**src/rtl/matrix_arb.sv**
```systemverilog
// Round-robin arbiter sharing one constant 2x2 multiply block between two requesters,
// with a one-entry valid/ready result register and saturating per-requester counters.

module matrix (
    input  logic [31:0] x1,
    input  logic [31:0] x2,
    output logic [31:0] y1,
    output logic [31:0] y2
);
    assign y1 = 32'd21 * x1 + 32'd39 * x2;
    assign y2 = 32'd11 * x1 + 32'd5 * x2;
endmodule

module matrix_arb #(
    parameter int CNT_W = 16
) (
    input  logic             clk,
    input  logic             rst_n,
    input  logic             req0_valid,
    output logic             req0_ready,
    input  logic [31:0]      req0_x1,
    input  logic [31:0]      req0_x2,
    input  logic             req1_valid,
    output logic             req1_ready,
    input  logic [31:0]      req1_x1,
    input  logic [31:0]      req1_x2,
    output logic             out_valid,
    input  logic             out_ready,
    output logic [31:0]      out_y1,
    output logic [31:0]      out_y2,
    output logic             out_id,
    output logic [CNT_W-1:0] done_cnt0,
    output logic [CNT_W-1:0] done_cnt1,
    output logic             busy
);
    localparam logic [0:0] EMPTY = 1'b0;
    localparam logic [0:0] FULL  = 1'b1;

    logic [0:0]  state_p0;
    logic        last_grant;
    logic [31:0] x1_p0;
    logic [31:0] x2_p0;
    logic        slot_free;
    logic        gnt0;
    logic        gnt1;
    logic        acc0;
    logic        acc1;
    logic        consume;

    function automatic logic [CNT_W-1:0] sat_inc(input logic [CNT_W-1:0] c);
        if (&c)
            return c;
        return c + {{(CNT_W-1){1'b0}}, 1'b1};
    endfunction

    assign out_valid = (state_p0 == FULL);
    assign busy      = out_valid;
    assign slot_free = !out_valid || out_ready;
    assign consume   = out_valid && out_ready;

    // Grant depends only on valids and last_grant, never on operand data.
    assign gnt0 = req0_valid && (!req1_valid || last_grant);
    assign gnt1 = req1_valid && (!req0_valid || !last_grant);

    assign req0_ready = slot_free && gnt0;
    assign req1_ready = slot_free && gnt1;
    assign acc0       = req0_valid && req0_ready;
    assign acc1       = req1_valid && req1_ready;

    // Stage p0: captured operands feed the multiply block; results are read straight out.
    matrix u_matrix (
        .x1 (x1_p0),
        .x2 (x2_p0),
        .y1 (out_y1),
        .y2 (out_y2)
    );

    always_ff @(posedge clk or negedge rst_n) begin
        if (!rst_n) begin
            state_p0   <= EMPTY;
            out_id     <= 1'b0;
            last_grant <= 1'b1;
            x1_p0      <= '0;
            x2_p0      <= '0;
        end else begin
            if (acc0 || acc1) begin
                x1_p0      <= acc1 ? req1_x1 : req0_x1;
                x2_p0      <= acc1 ? req1_x2 : req0_x2;
                out_id     <= acc1;
                last_grant <= acc1;
                state_p0   <= FULL;
            end else if (consume) begin
                state_p0   <= EMPTY;
            end
        end
    end

    always_ff @(posedge clk or negedge rst_n) begin
        if (!rst_n) begin
            done_cnt0 <= '0;
            done_cnt1 <= '0;
        end else if (consume) begin
            if (out_id)
                done_cnt1 <= sat_inc(done_cnt1);
            else
                done_cnt0 <= sat_inc(done_cnt0);
        end
    end

endmodule

```
**config.mk**
```make
export PLATFORM = sky130hd
export DESIGN_NAME = matrix_arb
export DESIGN_NICKNAME = d
export VERILOG_FILES = /design/src/rtl/matrix_arb.sv
export SDC_FILE = /design/constraint.sdc
export NUM_CORES = 1
export LEC_CHECK = 0
export BUFFER_PORTS_ARGS = -buffer_cell sky130_fd_sc_hd__buf_2
export CORE_MARGIN = 3
export CORE_UTILIZATION = 64
export DETAILED_ROUTE_END_ITERATION = 8
export HOLD_SLACK_MARGIN = 0.06
export PLACE_DENSITY = 0.93
export SLEW_MARGIN = 25
export SYNTH_ARGS = -nofsm -noshare
export SYNTH_HDL_FRONTEND = slang
export SYNTH_SLANG_ARGS = --single-unit
```
**constraint.sdc**
```tcl
create_clock -name clk -period 8.87 [get_ports clk]
set_input_delay 0 -clock clk [delete_from_list [all_inputs] [get_ports clk]]
set_output_delay 0 -clock clk [all_outputs]
set_load 0.05 [all_outputs]
```
==> results of run 1 <==
## per-layer routing
layer  global-route usage, %  share of wire, %  vias to the layer above
met5                       0             0.029                        -
met4                    39.1                11                        2
met3                    14.1                13                      541
met1                    50.1                31                     6823
met2                    71.0                45                     1483
li1                        -                 -                     5825
## cell families (layout without fill, tap and decap cells)
group                      after synthesis  count (layout)  share of synthesized area (%)
adders and majority gates              412             412                           46.0
buffers and inverters                  401             751                           10.2
and+or+nand+nor                        381             381                           11.6
muxes                                    2               2                          0.152
xor gates and xnor gates                99              99                           5.86
AOI/OAI and AO/OA                      212             212                           9.38
other                                    0               4                              0
DFF                                     99              99                           16.8
## Yosys cell counts, types with 7 or more instances
cell type,n,area (sq um)
nor2b_1,8,50.1
xor2_1,27,236
fa_1,220,4400
xnor2_1,72,631
nand4_1,10,62.6
inv_1,367,1380
nor4_1,7,43.8
nor3_1,12,60.1
nand2_1,167,627
a211oi_1,7,52.6
o21ai_0,25,125
and3_1,15,93.8
nand2b_1,9,56.3
nand3_1,30,150
a21o_1,20,150
nor2_1,97,364
buf_1,7,26.3
and4_1,8,70.1
dfrtp_1,98,2450
a31oi_1,68,425
clkbuf_1,25,93.8
ha_1,192,2400
a21oi_1,42,210
## final cells by class
cell class | count | share of cell area [%]
Antenna cell | 4 | 0.0560
Inverter | 367 | 7.72
Sequential cell | 99 | 13.9
Tap cell | 280 | 1.96
Multi-Input combinational cell | 1106 | 60.5
Clock buffer | 9 | 1.26
Clock inverter | 7 | 0.511
Timing Repair Buffer | 368 | 14.1
## registers in the layout, summed over array words and instances (netlist names)
signal and flops:
x1_p0 32, x2_p0 32, done_cnt0 16, done_cnt1 16, busy 1, last_grant 1
out_id 1
## worst max-delay path, stage by stage, from the launching register on
cell and delay [ns]:
dfrtp_1 0.53, fa_1 0.49, inv_1 0.14, fa_1 0.47, fa_1 0.56, inv_1 0.05, fa_1 0.50, fa_1 0.41
ha_1 0.36, a21o_1 0.23, o41ai_1 0.60, a211oi_1 0.29, o21ai_0 0.62, o21ai_0 0.36, and4_1 0.30, nor3_1 0.19
buf_2 0.29
## stage by stage
| step | cells | setup slack (ns) | hold slack, ns | util [%] |
|---|---|---|---|---|
| after detailed placement | 2088 | 2.81 | -0.153 | 72.8 |
| final | 2240 | 2.12 | 0.119 | 80.1 |
| after global routing | 2238 | 2.05 | 0.157 | 80.1 |
| after floorplan | 1606 | 2.69 | -0.296 | - |
| after CTS | 2236 | 2.40 | 0.112 | 80.1 |
| after global placement | 2088 | 2.94 | -0.160 | 72.7 |
## repair_timing
action,CTS,global route
endpoints found under the hold margin,163,0
hold buffers,132,0
endpoints found under the setup margin,0,0
## path summary, 6_finish.rpt
check                                  startpoint                       end  slack [ns]  depth (start not counted)
max                          x2_p0[4]$_DFFE_PN0P_                out_y1[31]        2.12                         16
min                                     out_ready          busy$_DFFE_PN0P_        0.12                          3
max reg2reg                      busy$_DFFE_PN0P_     x1_p0[14]$_DFFE_PN0P_        5.76                          6
min reg2reg                last_grant$_DFFE_PN1P_    last_grant$_DFFE_PN1P_        0.50                          2
max in group asynchronous                   rst_n  done_cnt0[3]$_DFFE_PN0P_        7.81                          3
min in group asynchronous                   rst_n      x1_p0[1]$_DFFE_PN0P_        0.41                          3
==> results.cfg, run 1 <==
[status]
run_status = finished, final reports clean

[critical_path]
criticalPathCategory = register to output port
cp-end-kind = output port
critPathRequiredTime_ns = 8.87
cp-start-kind = register
worstPathArrival_ns = 6.75
critical_path_peak_fanout = 7

[synth]
synth_enable_flop_cells = 0
post_synth_inst_count = 1606
post_synth_instance_area_sq_um = 14800
syn-num-nets = 2151
async_flop_share_pct = 100
syn-mean-instance-area_sq_um = 9.21
seq_area_frac_synth_pct = 16.8
yosys.cell_types.count = 60
ys_dominant_reg_cell = dfrtp_1
synth-warning-count = 0
synth.ff_latch_count = 99

[finish]
post-route-cell-area_sq_um = 17900
num-fill-cells = 1077
design.final.nets = 2496
mostFrequentLayoutCell = inv_1
drive_gt1_share_pct = 13.7
area.sequential_sq_um = 2480
final_cell_mix = 366 x inv_1, 232 x buf_2, 220 x fa_1
multiInputGateArea_sq_um = 10800
area_growth_from_synthesis_to_layout_pct = 20.8

[hold_path]
min-delay-path-class = input pin to register

[global_route]
overflow = 0
via_count_of_the_first_global_routing_pass = 16000
grt_first_pass_wirelength_um = 86000
track_usage_pct = 45.3
grt_antenna_before_repair = 3
grt_start_max_net_pins = 89

[sta]
worst_slew_margin_rel_pct = 33.0
rsz0062_at_grt = no
totalNegativeSetupSlack_ns = 0
report.final.setup_viol = 0
slew_violations = 0
final_hold_viol_count = 0
finalClockSkew_ns = 0.0149
worst_pin_slew_ns = 0.995
post-route-period-util_pct = 76.1
max_freq_mhz = 148
post-route-min-period_ns = 6.75

[clock_network]
cts_max_level = 3
later_pin_clock_latency_in_the_skew_report_ns = 0.37
cts_root_buf = clkbuf_16
cts_tree = built
clk_transition_reported_paths_ns = 0.09
cts-root-to-sink-buffers = 2
numCtsBuffers = 9
post-cts-setup-buffers = 0
post_cts_resize_count = 0
clkSinkCount = 99

[detailed_routing]
wl_per_cell_um = 24.7
dr.pass1.iters = 6
drc_errors = 0
avgViaCountPerCell = 6.55
number_of_drc_markers_in_iteration_0 = 1570
route.vias.total = 14700
drt_wl_total_um = 55300
antenna_violating_nets_post_route = 0

[placement]
place.gp.congestion = 0.982
hpwlAfterDp_um = 34800
io_buffers = 233
area_after_detailed_placement_sq_um = 16200

[flow_run]
drv.max_cap_violation_count = 0

[floorplan]
die_area_sq_um = 25000
core_area_sq_um = 22300
fp.dieW_um = 158
die_h_um = 158
ios = 234
num_rows = 54
initial_utilization_pct = 66.3
Power of run 1 is not shown: default switching activity piles up to over one toggle a cycle in this logic, so the estimate is an artifact.
==> inputs of run 2 (changes only) <==
CORE_UTILIZATION = 54   (was 64)
PLACE_DENSITY = 0.84   (was 0.93)
clock period = 6.2 ns   (was 8.87 ns; I/O delays follow)
==> results.cfg, run 2 (same netlist as run 1, synthesis figures left out) <==
[sta]
worst_hold_slack_ns = 0.114
rsz0062_at_grt = no
final_critical_path_setup_slack_ns = 0.206
finalClockSkew_ns = 0.0100
totalNegativeSetupSlack_ns = 0
worst_pin_slew_ns = 0.950
post-route-min-period_ns = 5.99
worst_slew_margin_rel_pct = 36.6
slew_violations = 0
post-route-period-util_pct = 96.7
report.final.setup_viol = 0
max_freq_mhz = 167
final_hold_viol_count = 0

[clock_network]
cts_tree = built
cts-root-to-sink-buffers = 2
later_pin_clock_latency_in_the_skew_report_ns = 0.35
cts_root_buf = clkbuf_16
clk_transition_reported_paths_ns = 0.08
clkSinkCount = 99
post-cts-setup-buffers = 0
numCtsBuffers = 9
cts_max_level = 3

[finish]
design.final.nets = 2503
num-fill-cells = 1827
final_cell_mix = 366 x inv_1, 231 x buf_2, 220 x fa_1
area.sequential_sq_um = 2490
biggest_regs = x1_p0: 32 flops, x2_p0: 32 flops
area_growth_from_synthesis_to_layout_pct = 21.7
multiInputGateArea_sq_um = 10800
drive_gt1_share_pct = 14.5
mostFrequentLayoutCell = inv_1

[floorplan]
core_area_sq_um = 26500
num_rows = 59
initial_utilization_pct = 55.8
fp.dieW_um = 172
ios = 234
die_area_sq_um = 29400
die_h_um = 172

[global_route]
track_usage_pct = 31.3
grt_start_max_net_pins = 76
via_count_of_the_first_global_routing_pass = 14200
grt_antenna_before_repair = 3
grt_first_pass_wirelength_um = 72400
overflow = 0

[placement]
hpwlAfterDp_um = 33700
place.gp.congestion = 0.955
io_buffers = 233
placement.setup.worst_slack_ns = 0.287

[detailed_routing]
drc_errors = 0
number_of_drc_markers_in_iteration_0 = 1032
dr.pass1.iters = 5
avgViaCountPerCell = 5.70
route.vias.total = 13100
antenna_violating_nets_post_route = 0
wl_per_cell_um = 19.3
drt_wl_total_um = 44400

[critical_path]
worstPathArrival_ns = 5.99
cp-end-kind = output port
cp-start-kind = register
worst_path_largest_cell_delay_ns = 0.58
criticalPathCategory = register to output port
critical-path-top-delay-family = adder cells
cpMaxStageDelayCell = dfrtp_1
path_common_cell = fa_1
path_buf_inv = 5
crit_chain = fa_1 -> inv_1 -> fa_1 -> inv_1 -> fa_1 -> fa_1 -> inv_1 -> fa_1 -> inv_1 -> ha_1 -> and4_1 -> and2_1 -> o21ai_0 -> nand3b_1 -> o21ai_1 -> o21ai_1 -> and4_1 -> nor3_1 -> buf_2
critPathRequiredTime_ns = 6.20
critical_path_peak_fanout = 7

[status]
run_status = finished, final reports clean

[flow_run]
drv.max_cap_violation_count = 0

[hold_path]
min-delay-path-class = input pin to register
==> run 2: changes by cell type in the layout (fill, tap and decap cells not counted), sizes merged <==
cell and delta:
buf +8, diode -3, dlygate4sd3 -1
==> run 2: worst paths after layout <==
path | startpoint | to | slack [ns] | depth (start not counted)
min in group asynchronous | rst_n | done_cnt0[2]$_DFFE_PN0P_ | 0.19 | 2
max in group asynchronous | rst_n | x1_p0[29]$_DFFE_PN0P_ | 4.88 | 3
max reg2reg | busy$_DFFE_PN0P_ | x2_p0[24]$_DFFE_PN0P_ | 3.24 | 6
max | x2_p0[21]$_DFFE_PN0P_ | out_y1[31] | 0.21 | 19
min | out_ready | busy$_DFFE_PN0P_ | 0.11 | 3
min reg2reg | last_grant$_DFFE_PN1P_ | last_grant$_DFFE_PN1P_ | 0.48 | 2
==> run 2: final cells by class <==
cell class	count	share of cell area (%)
Multi-Input combinational cell	1106	60.2
Timing Repair Buffer	375	14.3
Sequential cell	99	13.8
Inverter	367	7.66
Tap cell	335	2.33
Clock buffer	9	1.25
Clock inverter	7	0.480
Antenna cell	1	0.0139
==> run 2: tightest hold or removal path: stages <==
cell and delay (ns):
buf_2 0.11, nand2b_1 0.24, nand2_1 0.08
==> run 2: stage by stage <==
stage / instances / instance area [sq um] / util, %
floorplan: 1606 / 14800 / -
global placement: 2151 / 16300 / 61.7
detailed placement: 2151 / 16300 / 61.7
CTS: 2298 / 18000 / 67.8
global route: 2298 / 18000 / 67.9
finish: 2299 / 18000 / 67.9
==> run 2: metal layers <==
metal	routed length, um	track usage, %	up-vias
met5	35	0	-
met4	2100	12.9	6
met3	3760	6.64	163
met2	21100	51.9	728
met1	17400	40.2	6388
li1	-	-	5820
==> run 2: repair_timing <==
action | 4_1_cts | 5_1_grt
setup endpoints to repair | 1 | 3
hold buffers | 131 | 0
cloned | 0 | 0
hold endpoints to repair | 110 | 0
gates resized for setup | 2 | 12
pin swaps | 0 | 2
Power of run 2 is left out for the same reason.
==> inputs of run 3 (changes only) <==
CORE_ASPECT_RATIO = 2   (was unset)
==> results.cfg, run 3 (same netlist as run 1, synthesis figures left out) <==
[sta]
totalNegativeSetupSlack_ns = 0
post-route-min-period_ns = 5.93
report.final.setup_viol = 0
post-route-period-util_pct = 95.6
slew_violations = 0
max_freq_mhz = 169
worst_slew_margin_rel_pct = 43.4
finalClockSkew_ns = 0.0141
rsz0062_at_grt = no
worst_pin_slew_ns = 0.848
final_hold_viol_count = 0

[detailed_routing]
antenna_violating_nets_post_route = 0
drt_wl_total_um = 41800
number_of_drc_markers_in_iteration_0 = 532
route.vias.total = 12800
dr.pass1.iters = 7
avgViaCountPerCell = 5.55
drc_errors = 0
wl_per_cell_um = 18.1

[hold_path]
min-delay-path-class = input pin to async pin

[placement]
hpwlAfterDp_um = 32800
io_buffers = 233
place.gp.congestion = 0.972

[clock_network]
cts-root-to-sink-buffers = 2
later_pin_clock_latency_in_the_skew_report_ns = 0.38
clkSinkCount = 99
cts_tree = built
cts_root_buf = clkbuf_16
numCtsBuffers = 9
post-cts-setup-buffers = 0
clk_transition_reported_paths_ns = 0.07
cts_max_level = 3

[global_route]
via_count_of_the_first_global_routing_pass = 14200
overflow = 0
grt_antenna_before_repair = 0
track_usage_pct = 29.5
grt_first_pass_wirelength_um = 67200
grt_start_max_net_pins = 83

[finish]
mostFrequentLayoutCell = inv_1
biggest_regs = x1_p0: 32 flops, x2_p0: 32 flops
area.sequential_sq_um = 2480
drive_gt1_share_pct = 14.4
multiInputGateArea_sq_um = 10900
antenna_cells = 0
final_cell_mix = 366 x inv_1, 230 x buf_2, 220 x fa_1
design.final.nets = 2505
area_growth_from_synthesis_to_layout_pct = 22.2
num-fill-cells = 1956

[critical_path]
critical_path_peak_fanout = 7
criticalPathCategory = register to output port
critPathRequiredTime_ns = 6.20
cpMaxStageDelayCell = dfrtp_1
worst_path_largest_cell_delay_ns = 0.52
path_common_cell = fa_1
r2r_cells = 8
worstPathArrival_ns = 5.93
cp-start-kind = register
cp-end-kind = output port
crit_chain = fa_1 -> inv_1 -> fa_1 -> inv_1 -> fa_1 -> fa_1 -> inv_1 -> fa_1 -> inv_1 -> ha_1 -> o21a_1 -> o21ai_0 -> nor2b_1 -> a211oi_2 -> buf_4 -> o21ai_0 -> o21ai_0 -> and4_1 -> nor3_1 -> buf_4

[floorplan]
num_rows = 85
fp.dieW_um = 123
ios = 234
core_area_sq_um = 26900
initial_utilization_pct = 55.0
die_h_um = 240
die_area_sq_um = 29500

[status]
run_status = finished, final reports clean

[flow_run]
drv.max_cap_violation_count = 0
==> run 3: cell type report <==
type                            count  area share [%]
Inverter                          367            7.62
Timing Repair Buffer              377            14.3
Sequential cell                    99            13.7
Clock buffer                       10            1.32
Tap cell                          348            2.41
Multi-Input combinational cell   1106            60.1
Clock inverter                      6           0.519
==> run 3: repair_timing <==
action                                  4_1_cts  5_1_grt
endpoints found under the setup margin        2        5
endpoints found under the hold margin       100        0
hold buffers                                132        0
resized for setup                             2       11
==> run 3: layer usage <==
layer  vias to the layer above  wire, um  track usage (%)  share of wire [%]
met2                       504     23300             56.5                 56
met5                         -         0                0                  0
li1                       5815         -                -                  -
met4                         0      2950             19.0                7.1
met3                       165      2110             5.11                5.0
met1                      6346     13400             27.7                 32
==> run 3: through the flow <==
| step | instances | setup WS [ns] | util (%) | instance area (sq um) | hold slack [ns] |
|---|---|---|---|---|---|
| after floorplan | 1606 | 0.0175 | - | 14800 | -0.296 |
| after global placement | 2165 | 0.479 | 60.8 | 16400 | 0.000795 |
| after detailed placement | 2165 | 0.348 | 60.8 | 16400 | -0.00280 |
| after CTS | 2313 | 0.110 | 67.0 | 18000 | 0.0941 |
| after global routing | 2313 | 0.0239 | 67.2 | 18100 | 0.137 |
| final | 2313 | 0.273 | 67.2 | 18100 | 0.114 |
==> run 3: worst paths after layout <==
| kind | slack (ns) | startpoint | endpoint |
|---|---|---|---|
| min | 0.11 | rst_n | done_cnt1[10]$_DFFE_PN0P_ |
| max in group asynchronous | 4.84 | rst_n | x2_p0[27]$_DFFE_PN0P_ |
| min reg2reg | 0.48 | last_grant$_DFFE_PN1P_ | last_grant$_DFFE_PN1P_ |
| max | 0.27 | x2_p0[9]$_DFFE_PN0P_ | out_y1[31] |
| min in group clk | 0.12 | out_ready | done_cnt1[0]$_DFFE_PN0P_ |
| max reg2reg | 3.02 | busy$_DFFE_PN0P_ | x2_p0[10]$_DFFE_PN0P_ |
==> run 3: worst max-delay path: cells and delay by family (launching register included) <==
kind | cells | cell delay (ns)
AOI/OAI and AO/OA | 5 | 1.00
adders and majority gates | 6 | 2.65
buffers and inverters | 6 | 0.69
DFF | 1 | 0.52
and+or+nand+nor | 3 | 0.67
Power of run 3 is left out for the same reason.
